`src/rtl/alu_cmd_sequencer.sv`:
```
// Command FIFO and single-issue sequencer in front of the clocked sign-magnitude ALU.
// Traps illegal opcodes locally and returns results in acceptance order.
module alu_cmd_sequencer #(
   parameter int unsigned DEPTH   = 4,
   parameter int unsigned ALU_LAT = 2
) (
   input  logic        clk,
   input  logic        rst,
   input  logic        cmd_valid,
   output logic        cmd_ready,
   input  logic [4:0]  cmd_op,
   input  logic [31:0] cmd_a,
   input  logic [31:0] cmd_b,
   output logic [31:0] A,
   output logic [31:0] B,
   output logic [4:0]  ALU_CONTROL,
   input  logic [31:0] alu_y,
   input  logic        alu_z,
   input  logic        alu_v,
   input  logic        alu_n,
   input  logic        alu_c,
   output logic        res_valid,
   input  logic        res_ready,
   output logic [31:0] res_y,
   output logic [3:0]  res_flags,
   output logic [4:0]  res_op,
   output logic        res_err,
   output logic        busy
);

   localparam int unsigned PtrW = $clog2(DEPTH);
   localparam int unsigned CntW = (ALU_LAT > 1) ? $clog2(ALU_LAT) : 1;
   localparam logic [CntW-1:0] CntInit = CntW'(ALU_LAT - 1);
   localparam logic [PtrW:0]   CountFull = (PtrW + 1)'(DEPTH);

   typedef enum logic [1:0] {StIdle, StWait, StHold} state_e;

   state_e state_q, state_d;

   logic [4:0]  mem_op_q [DEPTH];
   logic [31:0] mem_a_q  [DEPTH];
   logic [31:0] mem_b_q  [DEPTH];

   logic [PtrW-1:0] wr_ptr_q, wr_ptr_d;
   logic [PtrW-1:0] rd_ptr_q, rd_ptr_d;
   logic [PtrW:0]   count_q, count_d;

   logic [CntW-1:0] cnt_q, cnt_d;
   logic [31:0]     a_q, a_d, b_q, b_d;
   logic [4:0]      ctl_q, ctl_d;
   logic [31:0]     res_y_q, res_y_d;
   logic [3:0]      res_flags_q, res_flags_d;
   logic [4:0]      res_op_q, res_op_d;
   logic            res_err_q, res_err_d;
   logic            res_valid_q, res_valid_d;

   logic        empty, full, push, pop, head_legal;
   logic [4:0]  head_op;
   logic [31:0] head_a, head_b;

   function automatic logic op_legal(input logic [4:0] op);
      logic ok;
      case (op[4:3])
         2'b00:   ok = (op[2] == 1'b0);
         2'b01:   ok = (op[2:0] <= 3'd5);
         2'b10:   ok = (op[2:0] <= 3'd2);
         default: ok = (op[2] == 1'b0);
      endcase
      return ok;
   endfunction

   assign empty      = (count_q == '0);
   assign full       = (count_q == CountFull);
   assign cmd_ready  = !full && !rst;
   assign push       = cmd_valid && cmd_ready;
   assign pop        = (state_q == StIdle) && !empty;
   assign head_op    = mem_op_q[rd_ptr_q];
   assign head_a     = mem_a_q[rd_ptr_q];
   assign head_b     = mem_b_q[rd_ptr_q];
   assign head_legal = op_legal(head_op);

   // FIFO storage carries no reset; occupancy alone defines validity.
   always_ff @(posedge clk) begin
      if (push) begin
         mem_op_q[wr_ptr_q] <= cmd_op;
         mem_a_q[wr_ptr_q]  <= cmd_a;
         mem_b_q[wr_ptr_q]  <= cmd_b;
      end
   end

   always_comb begin
      wr_ptr_d = wr_ptr_q;
      rd_ptr_d = rd_ptr_q;
      count_d  = count_q;
      if (push) wr_ptr_d = wr_ptr_q + PtrW'(1);
      if (pop)  rd_ptr_d = rd_ptr_q + PtrW'(1);
      case ({push, pop})
         2'b10:   count_d = count_q + (PtrW + 1)'(1);
         2'b01:   count_d = count_q - (PtrW + 1)'(1);
         default: count_d = count_q;
      endcase
   end

   always_ff @(posedge clk) begin
      if (rst) begin
         wr_ptr_q <= '0;
         rd_ptr_q <= '0;
         count_q  <= '0;
      end else begin
         wr_ptr_q <= wr_ptr_d;
         rd_ptr_q <= rd_ptr_d;
         count_q  <= count_d;
      end
   end

   always_ff @(posedge clk) begin
      if (rst) state_q <= StIdle;
      else     state_q <= state_d;
   end

   always_comb begin
      state_d = state_q;
      unique case (state_q)
         StIdle:  if (!empty) state_d = head_legal ? StWait : StHold;
         StWait:  if (cnt_q == '0) state_d = StHold;
         StHold:  if (res_ready) state_d = StIdle;
         default: state_d = StIdle;
      endcase
   end

   always_comb begin
      cnt_d       = cnt_q;
      a_d         = a_q;
      b_d         = b_q;
      ctl_d       = ctl_q;
      res_y_d     = res_y_q;
      res_flags_d = res_flags_q;
      res_op_d    = res_op_q;
      res_err_d   = res_err_q;
      res_valid_d = res_valid_q;
      unique case (state_q)
         StIdle: begin
            if (!empty) begin
               if (head_legal) begin
                  a_d   = head_a;
                  b_d   = head_b;
                  ctl_d = head_op;
                  cnt_d = CntInit;
               end else begin
                  // Trapped: the ALU never sees this opcode.
                  res_y_d     = '0;
                  res_flags_d = '0;
                  res_err_d   = 1'b1;
                  res_op_d    = head_op;
                  res_valid_d = 1'b1;
               end
            end
         end
         StWait: begin
            if (cnt_q == '0) begin
               res_y_d     = alu_y;
               res_flags_d = {alu_z, alu_v, alu_n, alu_c};
               res_err_d   = 1'b0;
               res_op_d    = ctl_q;
               res_valid_d = 1'b1;
            end else begin
               cnt_d = cnt_q - CntW'(1);
            end
         end
         StHold: begin
            if (res_ready) res_valid_d = 1'b0;
         end
         default: ;
      endcase
   end

   always_ff @(posedge clk) begin
      if (rst) begin
         cnt_q       <= '0;
         a_q         <= '0;
         b_q         <= '0;
         ctl_q       <= '0;
         res_y_q     <= '0;
         res_flags_q <= '0;
         res_op_q    <= '0;
         res_err_q   <= 1'b0;
         res_valid_q <= 1'b0;
      end else begin
         cnt_q       <= cnt_d;
         a_q         <= a_d;
         b_q         <= b_d;
         ctl_q       <= ctl_d;
         res_y_q     <= res_y_d;
         res_flags_q <= res_flags_d;
         res_op_q    <= res_op_d;
         res_err_q   <= res_err_d;
         res_valid_q <= res_valid_d;
      end
   end

   assign A           = a_q;
   assign B           = b_q;
   assign ALU_CONTROL = ctl_q;
   assign res_y       = res_y_q;
   assign res_flags   = res_flags_q;
   assign res_op      = res_op_q;
   assign res_err     = res_err_q;
   assign res_valid   = res_valid_q;
   assign busy        = !empty || (state_q != StIdle);

endmodule

```
`config.mk`:
```
export PLATFORM = sky130hd
export DESIGN_NAME = alu_cmd_sequencer
export DESIGN_NICKNAME = d
export VERILOG_FILES = /design/src/rtl/alu_cmd_sequencer.sv
export SDC_FILE = /design/constraint.sdc
export NUM_CORES = 1
export LEC_CHECK = 0
export CORE_UTILIZATION = 60
export CTS_BUF_LIST = sky130_fd_sc_hd__clkbuf_8
export DETAILED_ROUTE_END_ITERATION = 12
export HOLD_SLACK_MARGIN = 0.03
export PLACE_DENSITY = 0.95
export SYNTH_ARGS = -nofsm -noshare
export SYNTH_HDL_FRONTEND = slang
export SYNTH_SLANG_ARGS = --single-unit
```
`constraint.sdc`:
```
create_clock -name clk -period 8.3 [get_ports clk]
set_clock_uncertainty 0.2 [all_clocks]
set_input_delay 2.075 -clock clk [delete_from_list [all_inputs] [get_ports clk]]
set_output_delay 2.075 -clock clk [all_outputs]
set_load 0.02 [all_outputs]
```
## Yosys cells after proc, flatten, opt, wreduce, memory -nomap -nowiden

Memories as Yosys holds them, arrays and structs flattened. A register that Yosys moved wholly into a read port is not among the register bits.
Index checks and enable logic that the tools add are counted.

- Register bits after elaboration: 58
- Bits in writable memories: 276
- Bits of input ports: 109
- Output and inout bits: 114
- Memories: 3

- $add $sub $neg: 5
- Order comparisons: 2
- Eq/ne operators: 12
- Muxes and demuxes: 34
- Bitwise gates (word level): 2
- Reduce and logical (&&, ||, !) cells: 18

Memories:

| memory | depth | width | rd ports | clocked after memory_dff | wr ports | line | source |
|---|---|---|---|---|---|---|---|
| mem_a_q | 4 | 32 | 1 | 1 | 1 | 41 | `logic [31:0] mem_a_q [DEPTH];` |
| mem_b_q | 4 | 32 | 1 | 1 | 1 | 42 | `logic [31:0] mem_b_q [DEPTH];` |
| mem_op_q | 4 | 5 | 1 | 1 | 1 | 40 | `logic [4:0] mem_op_q [DEPTH];` |

Operators by type and width:

| kind | count |
|---|---|
| 32-bit two-way mux | 3 |
| 32-bit case mux with 2 select lines | 1 |
| 5-bit two-way mux | 3 |
| 2-bit two-way mux | 6 |
| 4-bit two-way mux | 3 |
| 1-bit two-way mux | 10 |
| 2-bit inequality test (second input constant) | 5 |
| 5-bit case mux with 2 select lines | 1 |
| 3-bit AND reduction | 3 |
| 4-bit case mux with 2 select lines | 1 |
| 2-bit by 1-bit == test with 1-bit output (second input constant) | 3 |
| 2-bit == test (second input constant) | 3 |
| 1-bit case mux with 2 select lines | 3 |
| 2-bit case mux with 3 select lines | 1 |
| 3-bit case mux with 2 select lines | 1 |
| 2-bit nonzero test | 3 |
| 5-bit AND reduction | 1 |
| 2-bit by 1-bit adder with 2-bit output (second input constant) | 2 |
| 4-bit AND reduction | 1 |
| 3-bit by 1-bit adder with 3-bit output (second input constant) | 1 |
| 3-bit == test (second input constant) | 1 |
| 3-bit by 2-bit <= comparator with 1-bit output (second input constant) | 1 |
| 3-bit <= comparator (second input constant) | 1 |
| 1-bit logical AND | 3 |
| 9 further kinds | 12 |

## Logic depth before layout (Yosys ltp)

Gate-level depths: netlist of run 1.

- Depth in word-level cells: 6
- Depth in mapped cells: 12
- Mapped depth without buffers: 10

## Worst setup path before layout of run 1

No wires, ideal clock.

- Kind: input to register
- Start: input port rst
- End: memory mem_a_q[0][0] (enable)
- Library setup time: 0.435 ns
- Arrival: 4.512 ns
- Data required time: 7.665 ns
- Slack: 3.153 ns
- Cell stages on the path: 3
- Cell sequence: clkbuf_1 -> a31oi_1 -> and3_1

- Cells in the longest elaborated chain, start to end: 5

Ends and longest elaborated chain:

| what | line | source |
|---|---|---|
| start, declared | 8 | `input logic rst,` |
| 1-bit zero test | 74 | `assign cmd_ready = !full && !rst;` |
| 1-bit logical AND | 74 |  |
| via cmd_ready | 10 | `output logic cmd_ready,` |
| 1-bit logical AND | 75 | `assign push = cmd_valid && cmd_ready;` |
| 1-bit two-way mux | 84 | `if (push) begin` |
| 1-bit two-way mux (implied by the code) | 86 | `mem_a_q[wr_ptr_q] <= cmd_a;` |
| end, declared | 41 |  |

The timed path passes the listed nets, and every way through them passes these cells.

## Worst setup path after layout of run 1

- Start: input port rst
- End: output port cmd_ready

- Cells in the longest elaborated chain, start to end: 2

Ends and longest elaborated chain:

| what | line |
|---|---|
| 1-bit zero test | 74 |
| 1-bit logical AND | 74 |
| end, declared | 10 |

No other way between the ends.

==> results of run 1 <==
==> routing by layer <==
| layer | global-route usage | wire, microns | vias up |
|---|---|---|---|
| met5 | 0 | 23 | - |
| met1 | 0.309 | 11900 | 4392 |
| met3 | 0.0569 | 2520 | 72 |
| li1 | - | - | 3959 |
| met2 | 0.448 | 16500 | 391 |
| met4 | 0.0994 | 794 | 4 |
==> where the power goes <==
part | internal [mW] | switching [mW] | leakage (nW)
Sequential | 2.36 | 0.168 | 3.51
Combinational | 0.630 | 0.842 | 1.75
Clock | 0.998 | 0.735 | 0.742
Total | 3.99 | 1.74 | 6.01
==> through the flow <==
step            util  hold WS, ns  setup slack [ns]
4_1_cts        0.777        0.255              2.57
3_3_place_gp   0.720        0.241              2.66
5_1_grt        0.777        0.279              2.50
2_1_floorplan      -        0.284              3.15
3_5_place_dp   0.720        0.246              2.57
6_report       0.777        0.255              2.54
==> cell usage in the layout (no fill, tap or decap), drive strengths merged <==
cell type	instances
xnor2	2
nor2b	1
diode	1
edfxtp	276
a211oi	1
nand2	178
a221oi	1
mux4	69
clkinv	16
or3	6
inv	29
o211ai	1
bufinv	7
o31ai	1
nor3	5
o21bai	1
and3	4
clkinvlp	2
o211a	3
o41ai	1
ha	7
dfxtp	124
mux2i	5
nand2b	2
buf	7
o21ai	45
a31oi	1
and2	1
clkbuf	71
fa	1
xor2	3
o31a	1
a21oi	115
nor2	9
clkdlybuf4s50	221
==> sequential cells by signal, summed over array words and instances (netlist names), named ones only <==
name	cells
res_valid	1
res_err	1
A	32
res_y	32
mem_a_q	128
B	32
res_flags	4
state_q	2
count_q	3
ALU_CONTROL	5
mem_op_q	20
rd_ptr_q	2
res_op	5
wr_ptr_q	2
cnt_q	1
mem_b_q	128
==> layout make-up <==
| class | instances | area, sq um | share of cell area |
|---|---|---|---|
| sequential | 400 | 10800 | 0.587 |
| multi-input combinational | 464 | 3510 | 0.191 |
| timing repair buffer | 228 | 2260 | 0.123 |
| clock buffer | 71 | 977 | 0.0533 |
| tap | 319 | 399 | 0.0218 |
| clock inverter | 40 | 362 | 0.0197 |
| inverter | 14 | 52.6 | 0.00286 |
| antenna | 1 | 2.50 | 0.000136 |
==> kinds of logic (layout without fill, tap and decap cells) <==
kind of cell | after synthesis | after routing | synth area share
flip-flops | 400 | 400 | 0.740
adder cells (fa/ha/maj) | 8 | 8 | 0.00739
other | 0 | 1 | 0
XOR/XNOR | 5 | 5 | 0.00301
AND/OR/NAND/NOR | 206 | 206 | 0.0559
AO/OA/AOI/OAI | 171 | 171 | 0.0622
buffers and inverters | 72 | 353 | 0.0218
multiplexers | 74 | 74 | 0.110
==> worst min-delay path, cell delays in order, from the launching register on <==
cell and delay [ns]:
dfxtp_1 0.31, nand2_1 0.05, a21oi_1 0.05
==> how the worst min path moves through the flow <==
stage	from	depth (start not counted)	end	slack, ns
after global routing	A[19]$_SDFFE_PP0P_	2	A[19]$_SDFFE_PP0P_	0.28
after global placement	A[21]$_SDFFE_PP0P_	2	A[21]$_SDFFE_PP0P_	0.24
final	A[20]$_SDFFE_PP0P_	2	A[20]$_SDFFE_PP0P_	0.26
after floorplan	count_q[2]$_SDFFE_PP0P_	2	count_q[2]$_SDFFE_PP0P_	0.28
after CTS	A[20]$_SDFFE_PP0P_	2	A[20]$_SDFFE_PP0P_	0.25
after detailed placement	A[20]$_SDFFE_PP0P_	2	A[20]$_SDFFE_PP0P_	0.25
==> metrics.csv, run 1 <==
metric;value;unit
run_status;finished, final reports clean;
clk_pin_slew;0.06;ns
grt_pass1_vias;9037;
drt_iter0_drc;658;
rows;56;
synthTopCellsByCount;276 x edfxtp_1, 178 x nand2_1, 124 x dfxtp_1;
fp.dieH;158;microns
grt_pass1_wl;47500;microns
cts_buffers;59;
async_flop_share;0;
worst_setup_path_end_kind;primary output;
ioPinCount;223;
dp.cells;1425;
ctsHoldBuffers;0;
drv_slew;0;
drive_gt1_frac;0.148;
p_leak;6.01;nW
ant_nets;0;
path_delay_family;buffers and inverters;
hold_viol;0;
htreeDepth;2;
synth_top_cell_by_area;edfxtp_1;
wl;31700;microns
synth_edf_count;276;
synthesis.nets;1053;
reg2reg_slack;4.93;ns
synth-seq-cells;400;
vias;8818;
synth_top_area_frac;0.569;
clock_latency;0.58;ns
postPlaceCellArea;0.0170;sq mm
detailed_place_hpwl;18600;microns
portBuffers;222;
r2r_end;B[16]$_SDFFE_PP0P_;
ys_seq_area_frac;0.740;
clockRootBuffer;clkbuf_8;
power.total;5.73;mW
avgRoutedWirePerCell;20.7;microns
setup_tns;0;ns
cp_max_fo;25;
cp_num_cells;3;
setup-violations-final;0;
dieArea;0.0249;sq mm
initial_core_util;0.617;
die_w;158;microns
clk_path_buf_depth;3;
p_per_area;312;mW/mm^2
worst_path_max_delay_cell;clkdlybuf4s50_1;
tritoncts;yes;
ys_types;35;
antenna_found_initial;3;
post_cts_buffers;0;
path_class;in2out;
syn_area;0.0146;sq mm
clock-sinks;400;
peakVddDrop;0.225;mV
area_growth;26.0;%
synth_cells;936;
fin_crit_sh;0.694;
cp-start-kind;primary input;
crit_start;rst;
max_stage_delay;0.74;ns
synthTopCellsByArea;edfxtp_1 57%, dfxtp_1 17%, mux4_2 11%, nand2_1 4.6%, a21oi_1 4.0%;
stdcell_area;0.0183;sq mm
syn_area_per_cell;15.6;sq um
drv_cap;0;
grt_max_degree;101;
yosysWarningCount;0;
dr.pass1.iters;5;
drc;0;
crit_chain;buf_4 > a31oi_1 > clkdlybuf4s50_1;
slew_headroom;0.202;
r2r_cells;7;
hold_path_class;reg2reg;
cp.required;6.03;ns
rsz0062_at_grt;false;
critPathBufInv;2;
viasPerCell;5.74;
ys_dominant_reg_cell;edfxtp_1;
tightestPinTransition;1.20;ns
final_nets;1284;
grt-ovfl-total;0;
fmax;174;MHz
ctsResizeCount;0;
synth.most_common_cell;edfxtp_1;
cp.arrival;3.49;ns
grt_usage;0.256;
period_minus_slack;5.76;ns
coreArea;0.0236;sq mm
place.gp.congestion;0.738;
cp-endpoint;cmd_ready;
n_fill_cell;1280;
fin_cells;1537;
No activity file was read; power rests on OpenSTA's default activity.
==> run 2: changes to the inputs <==
--- a/config.mk
+++ b/config.mk
@@ -5,11 +5,11 @@
 export SDC_FILE = /design/constraint.sdc
 export NUM_CORES = 1
 export LEC_CHECK = 0
-export CORE_UTILIZATION = 60
+export CORE_UTILIZATION = 56
 export CTS_BUF_LIST = sky130_fd_sc_hd__clkbuf_8
 export DETAILED_ROUTE_END_ITERATION = 12
 export HOLD_SLACK_MARGIN = 0.03
-export PLACE_DENSITY = 0.95
+export PLACE_DENSITY = 0.92
 export SYNTH_ARGS = -nofsm -noshare
 export SYNTH_HDL_FRONTEND = slang
 export SYNTH_SLANG_ARGS = --single-unit
==> constraint.sdc (replaced) <==
create_clock -name clk -period 5.6 [get_ports clk]
set_clock_uncertainty 0.2 [all_clocks]
set_input_delay 1.4 -clock clk [delete_from_list [all_inputs] [get_ports clk]]
set_output_delay 1.4 -clock clk [all_outputs]
set_load 0.02 [all_outputs]
==> run 2 against run 1 <==
Power is 44% higher. Combinational power rose by 46%. First-iteration DRC count is 16% higher. Utilization fell by 5.6 points. Register-to-register slack worse by 2.7 ns. Design area is 0.50% lower. Sequential share of layout area rose by 0.29 points. Via count is 2.3% lower. Count of clock-buffer cells in the layout is 1 higher. Die area is 7.0% higher. Critical path depth is the same. Non-clock buffer count shrank 1.
==> metrics.csv, run 2 (synthesis results as in run 1) <==
metric;value;unit;change
ctsHoldBuffers;0;;unchanged
clockRootBuffer;clkbuf_8;;unchanged
switching_share;0.307;;was 0.304
grt_pass1_wl;46800;microns;was 47500 microns
die_w;163;microns;was 158 microns
worst_path_max_delay_cell;clkdlybuf4s50_1;;unchanged
peakVddDrop;0.358;mV;was 0.225 mV
coreArea;0.0253;sq mm;was 0.0236 sq mm
ctsResizeCount;0;;unchanged
crit_chain;buf_4 > a31oi_1 > clkdlybuf4s50_1;;unchanged
hold_path_class;reg2reg;;unchanged
top_regs;mem_a_q (128), mem_b_q (128);;unchanged
switching_power;2.54;mW;was 1.74 mW
ant_nets;0;;unchanged
dr.pass1.iters;5;;unchanged
drc;0;;unchanged
layout_commonest_cell;edfxtp_1;;unchanged
fin_crit_sh;0.821;;
rows;58;;was 56
critPathBufInv;2;;unchanged
detailed_place_hpwl;18000;microns;was 18600 microns
drt_iter0_drc;763;;was 658
cts_buffers;60;;was 59
avgRoutedWirePerCell;19.7;microns;was 20.7 microns
post-route-util;0.721;;was 0.777
p_int;5.73;mW;was 3.99 mW
cp.required;4.00;ns;was 6.03 ns
hold_viol;0;;unchanged
grt_max_degree;70;;was 101
max_stage_delay;0.73;ns;was 0.74 ns
setup_tns;0;ns;unchanged
final_nets;1284;;unchanged
antenna_found_initial;2;;was 3
drive_gt1_frac;0.142;;was 0.148
fp.dieH;163;microns;was 158 microns
initial_core_util;0.575;;was 0.617
wl;30500;microns;was 31700 microns
vias;8611;;was 8818
run_status;finished, final reports clean;;unchanged
clk_path_buf_depth;3;;unchanged
comb_power_share;0.259;;was 0.257
viasPerCell;5.56;;was 5.74
tightestPinTransition;1.11;ns;was 1.20 ns
area_growth;25.4;%;was 26.0%
p_leak;5.97;nW;was 6.01 nW
period_minus_slack;4.60;ns;
cp-start-kind;primary input;;unchanged
rsz0062_at_grt;false;;unchanged
clock_latency;0.58;ns;about the same
cp.arrival;3.00;ns;was 3.49 ns
clk_pin_slew;0.06;ns;about the same
grt_pass1_vias;9019;;was 9037
ioPinCount;223;;unchanged
fmax;217;MHz;
drv_slew;0;;unchanged
power_frac_seq;0.455;;was 0.441
dieArea;0.0267;sq mm;was 0.0249 sq mm
power.total;8.27;mW;was 5.73 mW
tritoncts;yes;;unchanged
p_per_area;453;mW/mm^2;was 312 mW/mm^2
clock-sinks;400;;unchanged
setup-violations-final;0;;unchanged
power_frac_clock;0.286;;was 0.302
htreeDepth;2;;unchanged
post_cts_buffers;0;;unchanged
path_delay_family;buffers and inverters;;unchanged
grt-ovfl-total;0;;unchanged
cp_max_fo;61;;was 25
place.gp.congestion;0.786;;was 0.738
layout_common_cells;276 x edfxtp_1, 221 x clkdlybuf4s50_1, 178 x nand2_1;;unchanged
slew_headroom;0.259;;was 0.202
fin_hold_ws;0.258;ns;was 0.255 ns
path_class;in2out;;unchanged
portBuffers;222;;unchanged
drv_cap;0;;unchanged
worst_setup_path_end_kind;primary output;;unchanged
grt_usage;0.231;;was 0.256
-- run 2: final timing paths --
kind / start / end / slack (ns) / cells after the start
min: A[19]$_SDFFE_PP0P_ / A[19]$_SDFFE_PP0P_ / 0.26 / 2
max: rst / cmd_ready / 1.00 / 3
min reg2reg: A[19]$_SDFFE_PP0P_ / A[19]$_SDFFE_PP0P_ / 0.26 / 2
max reg2reg: register / A[2]$_SDFFE_PP0P_ / 2.22 / 7
-- run 2: tightest hold or removal path, cell delays in order, from the launching register on --
cell and delay, ns:
dfxtp_1 0.31, nand2_1 0.05, a21oi_1 0.05
-- run 2: final cells by class --
class                   instances  area (sq um)
repair buffers                227          2260
fillers                      1520          7070
clock buffers                  72           991
inverters                      14          52.6
flip-flops and latches        400         10800
multi-input cells             464          3510
diodes                          2          5.00
well taps                     330           413
clock inverters                40           248
-- run 2: power by group through the flow --
| stage | logic [mW] | clock network, mW | registers [mW] |
|---|---|---|---|
| 2_1_floorplan | 1.26 | 0 | 3.90 |
| 3_3_place_gp | 2.08 | 0 | 3.81 |
| 3_5_place_dp | 2.14 | 0 | 3.83 |
| 4_1_cts | 2.15 | 2.41 | 3.77 |
| 5_1_grt | 2.32 | 2.54 | 3.80 |
| 6_report | 2.14 | 2.37 | 3.76 |
-- run 2: stage by stage --
step	setup slack [ns]	std cells	area, sq um
2_1_floorplan	1.13	936	14600
3_3_place_gp	1.11	1435	17000
3_5_place_dp	1.03	1435	17000
4_1_cts	1.02	1547	18300
5_1_grt	0.889	1547	18300
6_report	1.00	1549	18300
-- run 2: per-layer routing --
layer / routed length, microns / part of all wire / track usage
met1: 11800 / 0.39 / 0.275
met2: 15500 / 0.51 / 0.405
met3: 2570 / 0.084 / 0.0564
met4: 658 / 0.022 / 0.0833
met5: 0 / 0 / 0
